--- config.mk ---
export PLATFORM = sky130hd
export DESIGN_NAME = bht_update_gen
export DESIGN_NICKNAME = d
export VERILOG_FILES = /design/src/rtl/ariane_pkg.sv /design/src/rtl/bht_upd_fifo.sv /design/src/rtl/bht_update_gen.sv
export SDC_FILE = /design/constraint.sdc
export NUM_CORES = 1
export LEC_CHECK = 0
export BUFFER_PORTS_ARGS = -buffer_cell sky130_fd_sc_hd__buf_2
export CAP_MARGIN = 10
export CELL_PAD_IN_SITES_DETAIL_PLACEMENT = 1
export CELL_PAD_IN_SITES_GLOBAL_PLACEMENT = 2
export CORE_UTILIZATION = 43
export CTS_CLUSTER_SIZE = 40
export DETAILED_ROUTE_END_ITERATION = 8
export GPL_TIMING_DRIVEN = 0
export PLACE_DENSITY = 0.89
export SETUP_SLACK_MARGIN = 0.3
export SLEW_MARGIN = 20
export SYNTH_ARGS = -nofsm -noshare
export SYNTH_HDL_FRONTEND = slang
export SYNTH_SLANG_ARGS = --single-unit
--- constraint.sdc ---
create_clock -name clk_i -period 16.79 [get_ports clk_i]
set_input_delay 4.1975 -clock clk_i [delete_from_list [all_inputs] [get_ports clk_i]]
set_output_delay 4.1975 -clock clk_i [all_outputs]
set_load 0.02 [all_outputs]
--- src/rtl/ariane_pkg.sv ---
// Shared types for the branch-history-table update generator: resolved-branch
// input, predictor training update, queue entry and drain FSM encoding.
package ariane_pkg;

  localparam int unsigned VLEN           = 64;
  localparam int unsigned BHT_UPD_STAT_W = 32;

  typedef enum logic [2:0] {
    NoCF   = 3'd0,
    Branch = 3'd1,
    Jump   = 3'd2,
    JumpR  = 3'd3,
    Return = 3'd4
  } cf_t;

  typedef struct packed {
    logic            valid;
    logic [VLEN-1:0] pc;
    logic            is_taken;
    logic            is_mispredict;
    cf_t             cf_type;
  } bp_resolve_t;

  typedef struct packed {
    logic            valid;
    logic [VLEN-1:0] pc;
    logic            taken;
    logic            mispredict;
  } bht_update_t;

  typedef struct packed {
    logic [VLEN-1:0] pc;
    logic            taken;
    logic            mispredict;
  } bht_upd_entry_t;

  typedef enum logic [1:0] {
    ST_IDLE  = 2'd0,
    ST_DRAIN = 2'd1,
    ST_HOLD  = 2'd2
  } drain_state_e;

  function automatic bht_update_t to_update(input bht_upd_entry_t e);
    bht_update_t u;
    u.valid      = 1'b1;
    u.pc         = e.pc;
    u.taken      = e.taken;
    u.mispredict = e.mispredict;
    return u;
  endfunction

endpackage

--- src/rtl/bht_upd_fifo.sv ---
// Circular queue of pending BHT updates. Pointers carry one extra wrap bit so
// full and empty are distinguished by comparing the MSBs.
module bht_upd_fifo
  import ariane_pkg::*;
#(
  parameter int unsigned DEPTH = 4
) (
  input  logic                   clk_i,
  input  logic                   rst_ni,
  input  logic                   flush_i,
  input  logic                   push_i,
  input  logic                   pop_i,
  input  logic                   replace_youngest_i,
  input  bht_upd_entry_t         data_i,
  output bht_upd_entry_t         data_o,
  output logic                   full_o,
  output logic                   empty_o,
  output logic [$clog2(DEPTH):0] count_o
);

  localparam int unsigned PTR_W = $clog2(DEPTH) + 1;
  localparam int unsigned IDX_W = PTR_W - 1;

  bht_upd_entry_t   r_mem [DEPTH];
  logic [PTR_W-1:0] r_wr_ptr;
  logic [PTR_W-1:0] r_rd_ptr;
  logic [IDX_W-1:0] w_wr_idx;
  logic [IDX_W-1:0] w_rd_idx;
  logic [IDX_W-1:0] w_young_idx;

  assign w_wr_idx    = r_wr_ptr[IDX_W-1:0];
  assign w_rd_idx    = r_rd_ptr[IDX_W-1:0];
  assign w_young_idx = w_wr_idx - IDX_W'(1);

  assign empty_o = (r_wr_ptr == r_rd_ptr);
  assign full_o  = (r_wr_ptr[IDX_W] != r_rd_ptr[IDX_W]) && (w_wr_idx == w_rd_idx);
  assign count_o = r_wr_ptr - r_rd_ptr;
  assign data_o  = r_mem[w_rd_idx];

  // NOTE: sequential state uses non-blocking assignments so every flop samples
  // pre-edge values regardless of block ordering.
  always_ff @(posedge clk_i or negedge rst_ni) begin
    if (!rst_ni) begin
      r_wr_ptr <= '0;
      r_rd_ptr <= '0;
    end else if (flush_i) begin
      r_wr_ptr <= '0;
      r_rd_ptr <= '0;
    end else begin
      if (push_i) r_wr_ptr <= r_wr_ptr + PTR_W'(1);
      if (pop_i)  r_rd_ptr <= r_rd_ptr + PTR_W'(1);
    end
  end

  // NOTE: storage is deliberately not reset; the pointers alone say which slots
  // hold live data, so resetting the array would only cost reset routing.
  always_ff @(posedge clk_i) begin
    if (push_i) begin
      r_mem[w_wr_idx] <= data_i;
    end else if (replace_youngest_i) begin
      r_mem[w_young_idx] <= data_i;
    end
  end

endmodule

--- src/rtl/bht_update_gen.sv ---
// Queues resolved conditional branches and issues one registered BHT training
// update per cycle. Define BHT_UPD_STATS_EN to build the saturating counters.
module bht_update_gen
  import ariane_pkg::*;
#(
  parameter int unsigned DEPTH  = 4,
  parameter int unsigned STAT_W = BHT_UPD_STAT_W
) (
  input  logic              clk_i,
  input  logic              rst_ni,
  input  logic              flush_i,
  input  logic              debug_mode_i,
  input  bp_resolve_t       resolved_branch_i,
  output bht_update_t       bht_update_o,
  output logic              full_o,
  output logic [STAT_W-1:0] stat_upd_o,
  output logic [STAT_W-1:0] stat_mis_o,
  output logic [STAT_W-1:0] stat_drop_o
);

  localparam int unsigned CNT_W = $clog2(DEPTH) + 1;

  drain_state_e   r_state;
  bht_update_t    r_upd;

  bht_upd_entry_t w_new_entry;
  bht_upd_entry_t w_head;
  bht_upd_entry_t w_issue_entry;
  logic           w_push_ok;
  logic           w_can_issue;
  logic           w_pop;
  logic           w_bypass;
  logic           w_issue;
  logic           w_fifo_push;
  logic           w_replace;
  logic           w_fifo_full;
  logic           w_fifo_empty;
  logic           w_occupied_nxt;
  logic [CNT_W-1:0] w_fifo_cnt;

  assign w_new_entry = '{pc:         resolved_branch_i.pc,
                         taken:      resolved_branch_i.is_taken,
                         mispredict: resolved_branch_i.is_mispredict};

  assign w_push_ok = resolved_branch_i.valid && (resolved_branch_i.cf_type == Branch) &&
                     !debug_mode_i && !flush_i;

  // The cycle debug drops the FSM is still in HOLD: pushes land, nothing pops.
  assign w_can_issue = (r_state != ST_HOLD) && !debug_mode_i && !flush_i;
  assign w_pop       = w_can_issue && !w_fifo_empty;
  assign w_bypass    = w_can_issue && w_fifo_empty && w_push_ok;
  assign w_issue     = w_pop || w_bypass;
  assign w_issue_entry = w_pop ? w_head : w_new_entry;

  // A full queue that cannot pop keeps only mispredicts, overwriting the youngest.
  assign w_fifo_push = w_push_ok && !w_bypass && (!w_fifo_full || w_pop);
  assign w_replace   = w_push_ok && w_fifo_full && !w_pop && w_new_entry.mispredict;

  assign w_occupied_nxt = w_fifo_push || (w_fifo_cnt > CNT_W'(w_pop));

  bht_upd_fifo #(
    .DEPTH (DEPTH)
  ) u_fifo (
    .clk_i              (clk_i),
    .rst_ni             (rst_ni),
    .flush_i            (flush_i),
    .push_i             (w_fifo_push),
    .pop_i              (w_pop),
    .replace_youngest_i (w_replace),
    .data_i             (w_new_entry),
    .data_o             (w_head),
    .full_o             (w_fifo_full),
    .empty_o            (w_fifo_empty),
    .count_o            (w_fifo_cnt)
  );

  always_ff @(posedge clk_i or negedge rst_ni) begin
    if (!rst_ni) begin
      r_state <= ST_IDLE;
      r_upd   <= '0;
    end else if (flush_i) begin
      r_state <= ST_IDLE;
      r_upd   <= '0;
    end else begin
      r_upd <= w_issue ? to_update(w_issue_entry) : '0;
      case (r_state)
        ST_IDLE, ST_DRAIN, ST_HOLD: begin
          if (debug_mode_i)        r_state <= ST_HOLD;
          else if (w_occupied_nxt) r_state <= ST_DRAIN;
          else                     r_state <= ST_IDLE;
        end
        default: r_state <= ST_IDLE;
      endcase
    end
  end

  assign bht_update_o = r_upd;
  assign full_o       = w_fifo_full;

`ifdef BHT_UPD_STATS_EN
  logic [STAT_W-1:0] r_stat_upd;
  logic [STAT_W-1:0] r_stat_mis;
  logic [STAT_W-1:0] r_stat_drop;
  logic              w_drop;

  assign w_drop = w_push_ok && w_fifo_full && !w_pop;

  always_ff @(posedge clk_i or negedge rst_ni) begin
    if (!rst_ni) begin
      r_stat_upd  <= '0;
      r_stat_mis  <= '0;
      r_stat_drop <= '0;
    end else begin
      if (w_issue && (r_stat_upd != '1))
        r_stat_upd <= r_stat_upd + STAT_W'(1);
      if (w_issue && w_issue_entry.mispredict && (r_stat_mis != '1))
        r_stat_mis <= r_stat_mis + STAT_W'(1);
      if (w_drop && (r_stat_drop != '1))
        r_stat_drop <= r_stat_drop + STAT_W'(1);
    end
  end

  assign stat_upd_o  = r_stat_upd;
  assign stat_mis_o  = r_stat_mis;
  assign stat_drop_o = r_stat_drop;
`else
  assign stat_upd_o  = '0;
  assign stat_mis_o  = '0;
  assign stat_drop_o = '0;
`endif

endmodule

==> results.env, run 1 <==
RUN_STATUS='finished, violations left'
FAILED_CHECKS='design-rule violations'
POWER.COMBINATIONAL.FRACTION_PCT=4.1
FINAL_PERIOD_MINUS_WORST_SETUP_SLACK_NS=7.143
CELLLEAKAGEPOWER_nW=6.754
PLACE.DETAILED.INSTANCES=1444
ROWS=64
NUM_IO_PINS=238
MAX_CAP_VIOLATIONS=0
SYNTH_SEQUENTIAL_AREA_RATIO_PCT=72.19
AREA_OF_THE_DIE_UM2=32300
P_SWITCHING_uW=373.2
ANT_NETS=0
POST-SYNTH-TOP-AREA-CELL='sky130_fd_sc_hd__edfxtp_1'
SLEW_VIOLATIONS=0
TRITONCTS_NUM_SINKS=339
CELLPOWERDENSITY_nW_PER_UM2=108.7
INITIALDRTVIOLATIONCOUNT=531
CTS.REPORTEDPATHS.CLKPINSLEW_NS=0.06
SYNTH_FF_TYPE='sky130_fd_sc_hd__edfxtp_1'
TOTAL_OF_FLIP_FLOPS_PLUS_LATCHES_AFTER_SYNTHESIS=339
HOLD_PATH.STARTPOINT='r_state[1]$_DFF_PN0_'
SYNTH_EDF_COUNT=264
TOTALPOWERFINAL_mW=1.835
SYNTH_COMMONEST_CELLS='sky130_fd_sc_hd__edfxtp_1 (264), sky130_fd_sc_hd__nand2_1 (135), sky130_fd_sc_hd__buf_4 (98), sky130_fd_sc_hd__dfrtp_1 (75), sky130_fd_sc_hd__mux4_2 (66)'
LARGEST_NET_DEGREE_AT_THE_START_OF_GLOBAL_ROUTING=40
DIEWIDTH_UM=179.7
HTREEDEPTH=2
CTS.HOLD.BUFFERS_ADDED=0
AREA_GROWTH_PCT=24.28
HOLD_PATH_DEPTH=1
FINAL-SETUP-VIOL-COUNT=0
NETSWITCHINGFRACTION_PCT=20.34
GRT_FIRST_PASS_WIRELENGTH_UM=48550
WIRE_LENGTH_PER_CELL_UM=20.19
WIRELENGTH_UM=30610
SYNTH.YOSYS.WARNINGS=0
WORSTMARGINPINSLEW_NS=0.7298
FINALHOLDVIOLATIONS=0
HP-CLASS='register to register'
FMAXACHIEVABLE_MHz=140.0
CRITICALPATHCATEGORY='register to output pin'
COREAREA_UM2=30830
SEQUENTIALPOWERSHARE_PCT=49.5
SYNTH_AREA_UM2=13580
LAYOUT-DRIVE-GT1-SHARE_PCT=39.57
CTSLONGESTPATHBUFFERS=3
GR-USAGE-ALL-LAYERS_PCT=19.60
GLOBALROUTEOVERFLOWTOTAL=0
ANTENNA_FOUND_INITIAL=5
SYNTH_MOST_COMMON_CELL='sky130_fd_sc_hd__edfxtp_1'
WORST-PATH-MAX-FANOUT=10
CRITPATHREQUIREDTIME_NS=12.59
POST_CTS_GATE_RESIZE_COUNT=0
DETAILED_PLACE_HPWL_UM=20960
POST_LAYOUT_NONFILLER_INSTANCES=1516
TIMING.SLEW.HEADROOM_PCT=51.16
CRITPATHARRIVALTIME_NS=2.95
ASYNC_RESET_FF_SHARE_PCT=22.12
POST_SYNTH_INST_COUNT=792
SYNTH_CELL_TYPE_COUNT=37
TRITONCTS='yes'
PORTBUFFERS=141
DIE_H_UM=179.7
PLACE_CONGESTION=0.7098
FINAL.PERIOD_UTILIZATION_PCT=42.54
FIN_SKEW_NS=0.01120
SYNTH_TOP_CELLS_BY_AREA='sky130_fd_sc_hd__edfxtp_1 (58%), sky130_fd_sc_hd__dfrtp_1 (14%), sky130_fd_sc_hd__mux4_2 (11%), sky130_fd_sc_hd__buf_4 (5.4%), sky130_fd_sc_hd__nand2_1 (3.7%)'
CRITPATHCAPTURETYPE='output pin'
SYN_AVG_CELL_AREA_UM2=17.15
FIRST_GLOBAL_VIAS=8272
NUM_VIAS=7476
INITIAL_UTIL_PCT=44.05
CTS.REPAIR_TIMING.SETUP_BUFFER_COUNT=0
SETUP_REPAIR_AFTER_GLOBAL_ROUTING_MISSED_ITS_MARGIN='no'
SYNTH_TOP_AREA_SHARE_PCT=58.37
REGTOREGSTARTPOINT='u_fifo.r_rd_ptr[1]$_DFFE_PN0P_'
FINAL.SETUP.TNS_NS=0
WORST_HOLD_PATH.ENDPOINT='r_state[1]$_DFF_PN0_'
CTS-ROOT-BUF='sky130_fd_sc_hd__clkbuf_16'
CLK_LATENCY_NS=0.51
DRC_ERRORS=38
AVGVIACOUNTPERCELL=4.931
CTS_BUFFERS=38
FIN_NETS=1168
VDD_DROP_MAX_mV=0.09156
DRT_PASS1_ITERATIONS=6
SHARE_CLK_OF_TOTAL_POWER_PCT=46.4
P_INT_mW=1.461
WORST-R2R-CELL-COUNT=10
WORST_R2R_ENDPOINT='u_fifo.r_mem[1][44]$_DFFE_PP_'
FLOP_TO_FLOP_SETUP_SLACK_NS=12.55
STARTPOINT_TYPE='register'
==> cell families after synthesis <==
logic type	after synthesis	synth area share, %
flops	339	72.19
compound gates	83	4.155
fa+ha+maj	6	0.6081
mux	70	11.25
xor+xnor	3	0.2488
other cells	1	0.02761
simple gates	151	4.432
buf+inv	139	7.085
==> power groups by stage <==
stage	Combinational, mW	Clock, mW	Sequential [mW]
4_1_cts	0.0752	0.870	0.908
6_report	0.0756	0.851	0.908
3_3_place_gp	0.0709	0	0.925
3_5_place_dp	0.0750	0	0.925
2_1_floorplan	0.0460	0	0.927
5_1_grt	0.0827	0.899	0.908
==> area by class of cell <==
| cell class | count | area [um2] |
|---|---|---|
| flip-flops and latches | 339 | 9804 |
| repair buffers | 161 | 1101 |
| clock buffers | 48 | 1030 |
| clock inverters | 21 | 256.5 |
| inverters | 6 | 27.53 |
| well taps | 396 | 495.5 |
| fillers | 2989 | 13950 |
| diodes | 3 | 7.507 |
| plain buffers | 133 | 934.6 |
| multi-input cells | 409 | 3221 |
==> worst max-delay path: stages (launching register included) <==
cell,delay (ns)
sky130_fd_sc_hd__dfrtp_1,0.55
sky130_fd_sc_hd__buf_2,0.33
sky130_fd_sc_hd__buf_1,0.56
sky130_fd_sc_hd__inv_1,0.16
sky130_fd_sc_hd__ha_1,0.35
sky130_fd_sc_hd__nand2_1,0.17
sky130_fd_sc_hd__nor2_1,0.14
sky130_fd_sc_hd__buf_2,0.18
==> worst max-delay path by stage <==
stage | startpoint | to | slack [ns] | cells after the start
after floorplan | flush_i | u_fifo.r_mem[2][0]$_DFFE_PP_ | 6.42 | 4
after global placement | flush_i | u_fifo.r_mem[3][31]$_DFFE_PP_ | 2.17 | 5
after detailed placement | flush_i | u_fifo.r_mem[1][38]$_DFFE_PP_ | 10.10 | 7
after CTS | u_fifo.r_rd_ptr[1]$_DFFE_PN0P_ | full_o | 9.58 | 7
after global routing | u_fifo.r_rd_ptr[1]$_DFFE_PN0P_ | full_o | 9.44 | 7
final | u_fifo.r_rd_ptr[1]$_DFFE_PN0P_ | full_o | 9.65 | 7
==> metal layers <==
metal | vias to the layer above | track usage, % | routed length (um)
met3 | 45 | 3.424 | 1481
met4 | 2 | 5.034 | 563
met2 | 211 | 34.51 | 16060
li1 | 3374 | - | -
met1 | 3844 | 25.12 | 12490
met5 | - | 0 | 11
==> registers in the layout (all words and copies together) (netlist names) <==
name and flops:
u_fifo.r_mem 264, bht_update_o 67, u_fifo.r_rd_ptr 3, u_fifo.r_wr_ptr 3
r_state 2
==> metrics by stage <==
stage | utilization, % | setup WS (ns) | hold slack, ns | instance area (um2)
3_3_place_gp | 49.10 | 2.172 | 0.4812 | 15140
4_1_cts | 54.72 | 9.578 | 0.5229 | 16870
6_report | 54.74 | 9.647 | 0.5221 | 16880
3_5_place_dp | 50.55 | 10.10 | 0.5087 | 15580
2_1_floorplan | - | 6.422 | 0.4583 | 13940
5_1_grt | 54.73 | 9.438 | 0.5444 | 16870
==> cells in the final DEF (no fill, tap or decap), types with 2 or more instances in the layout <==
master / synthesis / layout
sky130_fd_sc_hd__bufinv_16: 0 / 6
sky130_fd_sc_hd__o2111ai_1: 4 / 4
sky130_fd_sc_hd__nand2b_1: 5 / 5
sky130_fd_sc_hd__clkinv_2: 0 / 6
sky130_fd_sc_hd__nand2_1: 135 / 135
sky130_fd_sc_hd__clkinvlp_4: 0 / 2
sky130_fd_sc_hd__mux2i_1: 3 / 3
sky130_fd_sc_hd__buf_6: 6 / 8
sky130_fd_sc_hd__xnor2_1: 2 / 2
sky130_fd_sc_hd__ha_1: 5 / 5
sky130_fd_sc_hd__o21ai_0: 4 / 2
sky130_fd_sc_hd__edfxtp_1: 264 / 264
sky130_fd_sc_hd__diode_2: 0 / 3
sky130_fd_sc_hd__dfrtp_1: 75 / 75
sky130_fd_sc_hd__o31ai_4: 0 / 2
sky130_fd_sc_hd__nor2_1: 4 / 4
sky130_fd_sc_hd__buf_4: 98 / 99
sky130_fd_sc_hd__inv_1: 5 / 5
sky130_fd_sc_hd__buf_16: 0 / 8
sky130_fd_sc_hd__conb_1: 1 / 96
sky130_fd_sc_hd__buf_8: 0 / 10
sky130_fd_sc_hd__mux4_2: 66 / 66
sky130_fd_sc_hd__clkbuf_8: 0 / 2
sky130_fd_sc_hd__clkbuf_16: 0 / 39
sky130_fd_sc_hd__buf_2: 18 / 158
sky130_fd_sc_hd__a21oi_1: 37 / 37
sky130_fd_sc_hd__a21oi_2: 30 / 30
sky130_fd_sc_hd__o21ai_4: 0 / 2
sky130_fd_sc_hd__clkbuf_1: 10 / 17
sky130_fd_sc_hd__clkinv_1: 0 / 6
No activity file was read; power rests on OpenSTA's default activity.
==> run 2, diff against run 1 <==
--- a/config.mk
+++ b/config.mk
@@ -9,11 +9,11 @@
 export CAP_MARGIN = 10
 export CELL_PAD_IN_SITES_DETAIL_PLACEMENT = 1
 export CELL_PAD_IN_SITES_GLOBAL_PLACEMENT = 2
-export CORE_UTILIZATION = 43
+export CORE_UTILIZATION = 36
 export CTS_CLUSTER_SIZE = 40
 export DETAILED_ROUTE_END_ITERATION = 8
 export GPL_TIMING_DRIVEN = 0
-export PLACE_DENSITY = 0.89
+export PLACE_DENSITY = 0.8
 export SETUP_SLACK_MARGIN = 0.3
 export SLEW_MARGIN = 20
 export SYNTH_ARGS = -nofsm -noshare
==> constraint.sdc (replaced) <==
create_clock -name clk_i -period 6.4 [get_ports clk_i]
set_input_delay 1.6 -clock clk_i [delete_from_list [all_inputs] [get_ports clk_i]]
set_output_delay 1.6 -clock clk_i [all_outputs]
set_load 0.02 [all_outputs]
==> results.env, run 2 (synthesized netlist as in run 1, its figures left out) <==
RUN_STATUS='complete, no violations'
LAYOUT-DRIVE-GT1-SHARE_PCT=39.70  # +0.13 points
POST-ROUTE-WORST-SETUP-SLACK_NS=1.728  # -7.919 ns
UTILIZATION_PCT=45.96  # -8.8 points
CRITICAL_PATH.TOP_DELAY_FAMILY='buffers and inverters'
DIEWIDTH_UM=196.2  # +9.2%
CTS.REPORTEDPATHS.CLKPINSLEW_NS=0.06  # about the same
CRITPATHARRIVALTIME_NS=3.07  # +0.12 ns
HOLD_PATH.STARTPOINT='r_state[1]$_DFF_PN0_'
SETUP_REPAIR_AFTER_GLOBAL_ROUTING_MISSED_ITS_MARGIN='no'
POST_DP_CELL_AREA_UM2=15710  # +0.82%
AREA_OF_THE_DIE_UM2=38500  # +19%
NUM_VIAS=7355  # -1.6%
FINALHOLDVIOLATIONS=0  # unchanged
CTS.REPAIR_TIMING.SETUP_BUFFER_COUNT=0  # unchanged
ROWS=70  # +9.4%
SLEW_VIOLATIONS=0  # unchanged
ANT_NETS=0  # unchanged
FLOP_TO_FLOP_SETUP_SLACK_NS=1.73  # -10.82 ns
DETAILED_PLACE_HPWL_UM=21000  # +0.15%
PLACE.DETAILED.INSTANCES=1554  # +7.6%
STARTPOINT_TYPE='register'
HTREEDEPTH=2  # unchanged
MAX_CAP_VIOLATIONS=0  # unchanged
CRIT_CHAIN='buf_2 -> buf_1 -> inv_1 -> ha_1 -> nand2_1 -> nor2_1 -> buf_2'
CELLPOWERDENSITY_nW_PER_UM2=279.2  # +160%
GRT_FIRST_PASS_WIRELENGTH_UM=46480  # -4.3%
CLK_LATENCY_NS=0.53  # +0.02 ns
NUM_IO_PINS=238  # unchanged
AREA_GROWTH_PCT=24.77
REGTOREGSTARTPOINT='u_fifo.r_rd_ptr[1]$_DFFE_PN0P_'
GLOBALROUTEOVERFLOWTOTAL=0  # unchanged
TOTALPOWERFINAL_mW=4.731  # +160%
HP-CLASS='register to register'
LAYOUT.CELLS.MOST_COMMON_LIST='sky130_fd_sc_hd__edfxtp_1 (264), sky130_fd_sc_hd__buf_2 (158), sky130_fd_sc_hd__nand2_1 (135)'
PLACE_WS_NS=1.644  # -8.455 ns
ANTENNA_FOUND_INITIAL=2  # -3
WORST_R2R_ENDPOINT='u_fifo.r_mem[2][42]$_DFFE_PP_'
POST_CTS_GATE_RESIZE_COUNT=0  # unchanged
COREAREA_UM2=36870  # +20%
CRITICAL-PATH-TOP-CELL-BY-COUNT='sky130_fd_sc_hd__buf_2'
CRITICAL_PATH.SLOWEST_CELL='sky130_fd_sc_hd__dfrtp_1'
WIRE_LENGTH_PER_CELL_UM=18.69  # -7.4%
POST_LAYOUT_NONFILLER_INSTANCES=1621  # +6.9%
FINAL-SETUP-VIOL-COUNT=0  # unchanged
FINAL.SETUP.TNS_NS=0  # unchanged
WIRELENGTH_UM=30300  # -1.0%
FIRST_GLOBAL_VIAS=7864  # -4.9%
LARGEST_NET_DEGREE_AT_THE_START_OF_GLOBAL_ROUTING=46  # +15%
WORSTMARGINPINSLEW_NS=0.7437  # +0.01394 ns
FIN_NETS=1169  # +0.086%
CTS.HOLD.BUFFERS_ADDED=0  # unchanged
PORTBUFFERS=141  # unchanged
HOLD_WS_NS=0.5022  # -0.01992 ns
MAX_FLOP_REGISTER='u_fifo.r_mem'
DRC_ERRORS=0  # -100%
PLACE_CONGESTION=0.7150  # +0.73%
CELLLEAKAGEPOWER_nW=6.739  # -0.21%
AVGVIACOUNTPERCELL=4.537  # -8.0%
FIN_SKEW_NS=0.02332  # +0.01211 ns
CTS_BUFFERS=37  # -2.6%
FMAXACHIEVABLE_MHz=214.0
TRITONCTS='yes'
CTSLONGESTPATHBUFFERS=3  # unchanged
MOST_FREQUENT_STANDARD_CELL_IN_THE_LAYOUT_EXCLUDING_FILL_AND_TAP_CELLS='sky130_fd_sc_hd__edfxtp_1'
HOLD_PATH_DEPTH=1  # unchanged
CRITPATHBUFINV=4  # unchanged
GR-USAGE-ALL-LAYERS_PCT=16.04  # -3.6 points
LARGEST_REG_FLOPS=264  # unchanged
TRITONCTS_NUM_SINKS=339  # unchanged
FINAL.PERIOD_UTILIZATION_PCT=73.01
CRITPATHREQUIREDTIME_NS=4.80  # -7.79 ns
WORST-R2R-CELL-COUNT=12  # +2
DIE_H_UM=196.2  # +9.2%
VDD_DROP_MAX_mV=0.2269  # +150%
CRITICALPATHCATEGORY='register to output pin'
INITIALDRTVIOLATIONCOUNT=272  # -49%
FINAL_PERIOD_MINUS_WORST_SETUP_SLACK_NS=4.672
TIMING.SLEW.HEADROOM_PCT=50.42  # -0.74 points
WORST_HOLD_PATH.ENDPOINT='r_state[1]$_DFF_PN0_'
DRT_PASS1_ITERATIONS=4  # -2
TIMING.CRITICAL_PATH.SLOWEST_CELL_DELAY_NS=0.62  # +0.06 ns
INITIAL_UTIL_PCT=36.83  # -7.2 points
CRITPATHCAPTURETYPE='output pin'
DESIGN_AREA_UM2=16950  # +0.40%
CTS-ROOT-BUF='sky130_fd_sc_hd__clkbuf_16'
WORST-PATH-MAX-FANOUT=10  # unchanged
==> run 2: changes by cell type in the layout (fill, tap and decap cells not counted), moves of 2 or more <==
cell                         before  now
sky130_fd_sc_hd__bufinv_16        6    4
sky130_fd_sc_hd__diode_2          3    1
sky130_fd_sc_hd__clkinv_1         6    2
sky130_fd_sc_hd__buf_6            8   16
sky130_fd_sc_hd__clkinvlp_4       2    0
sky130_fd_sc_hd__clkbuf_1        17   19
sky130_fd_sc_hd__buf_8           10    4
==> run 2: routing by layer <==
layer,vias up,global-route usage (%),routed length (um)
met5,-,0,13
met3,37,3.301,1425
met1,3778,20.57,13110
met4,2,3.819,435
met2,181,27.88,15320
li1,3357,-,-
==> run 2: area by class of cell <==
class / instances / area [um2]
clock buffers: 51 / 1051
inverters: 6 / 27.53
multi-input cells: 409 / 3221
diodes: 1 / 2.502
repair buffers: 163 / 1094
clock inverters: 15 / 180.2
fillers: 3677 / 19930
plain buffers: 133 / 934.6
well taps: 504 / 630.6
flip-flops and latches: 339 / 9804
==> run 2: how the worst max path moves through the flow <==
stage / end / slack, ns / depth (start not counted) / start
after global placement: u_fifo.r_mem[3][29]$_DFFE_PP_ / -6.42 / 8 / u_fifo.r_rd_ptr[1]$_DFFE_PN0P_
after global routing: u_fifo.r_mem[2][42]$_DFFE_PP_ / 1.40 / 12 / u_fifo.r_rd_ptr[1]$_DFFE_PN0P_
final: full_o / 1.73 / 7 / u_fifo.r_rd_ptr[1]$_DFFE_PN0P_
after floorplan: u_fifo.r_mem[2][0]$_DFFE_PP_ / -1.37 / 4 / flush_i
after detailed placement: u_fifo.r_mem[2][40]$_DFFE_PP_ / 1.64 / 12 / u_fifo.r_rd_ptr[1]$_DFFE_PN0P_
after CTS: u_fifo.r_mem[2][42]$_DFFE_PP_ / 1.61 / 12 / u_fifo.r_rd_ptr[1]$_DFFE_PN0P_
==> run 2: worst register-to-register path, stage by stage, from the launching register on <==
cell                      delay [ns]
sky130_fd_sc_hd__dfrtp_1        0.62
sky130_fd_sc_hd__buf_2          0.36
sky130_fd_sc_hd__buf_1          0.59
sky130_fd_sc_hd__inv_1          0.16
sky130_fd_sc_hd__ha_1           0.35
sky130_fd_sc_hd__nand2_1        0.17
sky130_fd_sc_hd__nor4_1         0.41
sky130_fd_sc_hd__nand3_1        0.25
sky130_fd_sc_hd__o31ai_4        0.66
sky130_fd_sc_hd__buf_6          0.25
sky130_fd_sc_hd__buf_6          0.20
sky130_fd_sc_hd__buf_8          0.19
sky130_fd_sc_hd__buf_6          0.17
==> run 2: report_power, final <==
part	internal (mW)	leakage (nW)	total (mW)	switching [mW]
registers	2.38	3.42	2.38	0.00172
clock network	1.31	0.608	2.15	0.841
logic	0.0717	2.71	0.196	0.124
==> run 3, diff against run 2 <==
--- a/config.mk
+++ b/config.mk
@@ -9,11 +9,11 @@
 export CAP_MARGIN = 10
 export CELL_PAD_IN_SITES_DETAIL_PLACEMENT = 1
 export CELL_PAD_IN_SITES_GLOBAL_PLACEMENT = 2
-export CORE_UTILIZATION = 36
+export CORE_UTILIZATION = 40
 export CTS_CLUSTER_SIZE = 40
 export DETAILED_ROUTE_END_ITERATION = 8
 export GPL_TIMING_DRIVEN = 0
-export PLACE_DENSITY = 0.8
+export PLACE_DENSITY = 0.84
 export SETUP_SLACK_MARGIN = 0.3
 export SLEW_MARGIN = 20
 export SYNTH_ARGS = -nofsm -noshare
==> constraint.sdc (replaced) <==
create_clock -name clk_i -period 4.3 [get_ports clk_i]
set_input_delay 1.075 -clock clk_i [delete_from_list [all_inputs] [get_ports clk_i]]
set_output_delay 1.075 -clock clk_i [all_outputs]
set_load 0.02 [all_outputs]
==> results.env, run 3 (synthesized netlist as in run 1, its figures left out) <==
WORST-PATH-MAX-FANOUT=10  # unchanged
CRITPATHREQUIREDTIME_NS=3.22  # -1.58 ns
PLACE.DETAILED.INSTANCES=1497  # -3.7%
SETUP_REPAIR_AFTER_GLOBAL_ROUTING_MISSED_ITS_MARGIN='no'
HOLD_WS_NS=0.4994  # -0.002775 ns
AREA_GROWTH_PCT=24.50
STARTPOINT_TYPE='register'
SHARE_CLK_OF_TOTAL_POWER_PCT=44.7  # -0.8 points
CELLPOWERDENSITY_nW_PER_UM2=410.2  # +47%
FIN_NETS=1176  # +0.60%
CTSLONGESTPATHBUFFERS=3  # unchanged
CTS_BUFFERS=37  # unchanged
DIE_H_UM=186.3  # -5.1%
DRC_ERRORS=0  # unchanged
MOST_FREQUENT_STANDARD_CELL_IN_THE_LAYOUT_EXCLUDING_FILL_AND_TAP_CELLS='sky130_fd_sc_hd__edfxtp_1'
POWER.COMBINATIONAL.FRACTION_PCT=4.2  # about the same
HP-CLASS='register to register'
FIN_SKEW_NS=0.02129  # -0.002030 ns
P_INT_mW=5.500  # +46%
CELLLEAKAGEPOWER_nW=6.765  # +0.38%
FMAXACHIEVABLE_MHz=271.0
CRITPATHCAPTURETYPE='output pin'
FINAL.SETUP.TNS_NS=0  # unchanged
VDD_DROP_MAX_mV=0.3338  # +47%
POST_LAYOUT_NONFILLER_INSTANCES=1573  # -3.0%
LAYOUT.CELLS.MOST_COMMON_LIST='sky130_fd_sc_hd__edfxtp_1 (264), sky130_fd_sc_hd__buf_2 (158), sky130_fd_sc_hd__nand2_1 (135)'
ANTENNA_FOUND_INITIAL=3  # +1
TRITONCTS_NUM_SINKS=339  # unchanged
WIRE_LENGTH_PER_CELL_UM=18.89  # +1.1%
MAX_FLOP_REGISTER='u_fifo.r_mem'
NUM_VIAS=7483  # +1.7%
TRITONCTS='yes'
DRT_PASS1_ITERATIONS=7  # +3
GLOBALROUTEOVERFLOWTOTAL=0  # unchanged
CTS.REPORTEDPATHS.CLKPINSLEW_NS=0.06  # about the same
CRITPATHARRIVALTIME_NS=2.62  # -0.45 ns
FINAL.PERIOD_UTILIZATION_PCT=85.82
FINALHOLDVIOLATIONS=0  # unchanged
NETSWITCHINGFRACTION_PCT=20.69  # +0.24 points
CTS.REPAIR_TIMING.SETUP_BUFFER_COUNT=0  # unchanged
GR-USAGE-ALL-LAYERS_PCT=17.62  # +1.6 points
CRITICALPATHCATEGORY='register to output pin'
RUN_STATUS='complete, no violations'
CLK_LATENCY_NS=0.51  # -0.02 ns
LAYOUT-DRIVE-GT1-SHARE_PCT=40.48  # +0.79 points
DETAILED_PLACE_HPWL_UM=20090  # -4.3%
ANT_NETS=0  # unchanged
MAX_CAP_VIOLATIONS=0  # unchanged
FIRST_GLOBAL_VIAS=7804  # -0.76%
FILL_CELLS=3256  # -11%
WIRELENGTH_UM=29710  # -1.9%
TIMING.SLEW.HEADROOM_PCT=53.19  # +2.8 points
CTS.HOLD.BUFFERS_ADDED=0  # unchanged
NUM_IO_PINS=238  # unchanged
UTILIZATION_PCT=50.55  # +4.6 points
PLACE_CONGESTION=0.7274  # +1.7%
FINAL_PERIOD_MINUS_WORST_SETUP_SLACK_NS=3.690
WORSTMARGINPINSLEW_NS=0.7021  # -0.04159 ns
INITIALDRTVIOLATIONCOUNT=412  # +51%
DIEWIDTH_UM=186.3  # -5.1%
COREAREA_UM2=33450  # -9.3%
CTS-ROOT-BUF='sky130_fd_sc_hd__clkbuf_16'
SEQUENTIALPOWERSHARE_PCT=51.1  # +0.8 points
INITIAL_UTIL_PCT=40.60  # +3.8 points
LARGEST_NET_DEGREE_AT_THE_START_OF_GLOBAL_ROUTING=40  # -13%
FINAL-SETUP-VIOL-COUNT=0  # unchanged
SLEW_VIOLATIONS=0  # unchanged
GRT_FIRST_PASS_WIRELENGTH_UM=45290  # -2.6%
HTREEDEPTH=2  # unchanged
POST_CTS_GATE_RESIZE_COUNT=0  # unchanged
LARGEST_REG_FLOPS=264  # unchanged
P_SWITCHING_mW=1.435  # +48%
AREA_OF_THE_DIE_UM2=34690  # -9.9%
ROWS=67  # -4.3%
AVGVIACOUNTPERCELL=4.757  # +4.8%
PORTBUFFERS=141  # unchanged
==> run 3: layout make-up <==
cell class | count | area (um2) | share of cell area (%)
antenna | 1 | 2.502 | 0.01480
timing repair buffer | 170 | 1141 | 6.749
sequential | 339 | 9804 | 57.99
tap | 448 | 560.5 | 3.315
inverter | 6 | 27.53 | 0.1628
clock buffer | 50 | 1057 | 6.253
buffer | 133 | 938.4 | 5.550
clock inverter | 17 | 143.9 | 0.8510
multi-input combinational | 409 | 3232 | 19.11
==> run 3: metrics by stage <==
stage | worst slack (ns) | instance area (um2) | power, mW
2_1_floorplan | 0.2869 | 13990 | 3.799
6_report | 0.6097 | 16910 | 6.935
3_5_place_dp | 0.4267 | 15640 | 3.903
5_1_grt | 0.3831 | 16910 | 7.175
3_3_place_gp | -1.737 | 15250 | 3.891
4_1_cts | 0.3610 | 16840 | 7.023
==> run 3: power groups by stage <==
stage,clock network (mW),logic (mW),registers [mW]
after floorplan,0,0.180,3.62
after global routing,3.30,0.328,3.54
after global placement,0,0.279,3.61
after CTS,3.19,0.293,3.54
after detailed placement,0,0.292,3.61
final,3.10,0.293,3.54
==> run 3: critical path: stages (launching register included) <==
cell and delay [ns]:
sky130_fd_sc_hd__dfrtp_1 0.57, sky130_fd_sc_hd__buf_2 0.34, sky130_fd_sc_hd__buf_4 0.26, sky130_fd_sc_hd__inv_1 0.10
sky130_fd_sc_hd__ha_1 0.30, sky130_fd_sc_hd__nand2_1 0.19, sky130_fd_sc_hd__nor2_1 0.15, sky130_fd_sc_hd__buf_2 0.18
==> run 3: worst paths after layout <==
path | slack [ns] | start | cells after the start | end
setup / recovery | 0.61 | u_fifo.r_rd_ptr[1]$_DFFE_PN0P_ | 7 | full_o
hold / removal | 0.50 | r_state[1]$_DFF_PN0_ | 1 | r_state[1]$_DFF_PN0_
setup reg to reg | 0.65 | u_fifo.r_rd_ptr[1]$_DFFE_PN0P_ | 11 | u_fifo.r_mem[3][38]$_DFFE_PP_
hold reg to reg | 0.50 | r_state[1]$_DFF_PN0_ | 1 | r_state[1]$_DFF_PN0_
max in group asynchronous | 3.13 | rst_ni | 2 | bht_update_o[43]$_DFF_PN0_
min in group asynchronous | 0.55 | rst_ni | 1 | bht_update_o[13]$_DFF_PN0_
==> run 3: per-layer routing <==
layer  vias up  track usage, %  routed length [um]
met3        44           3.213                1621
li1       3379               -                   -
met1      3828           22.38               12240
met4         4           4.590                 524
met2       228           31.10               15300
met5         -               0                  23
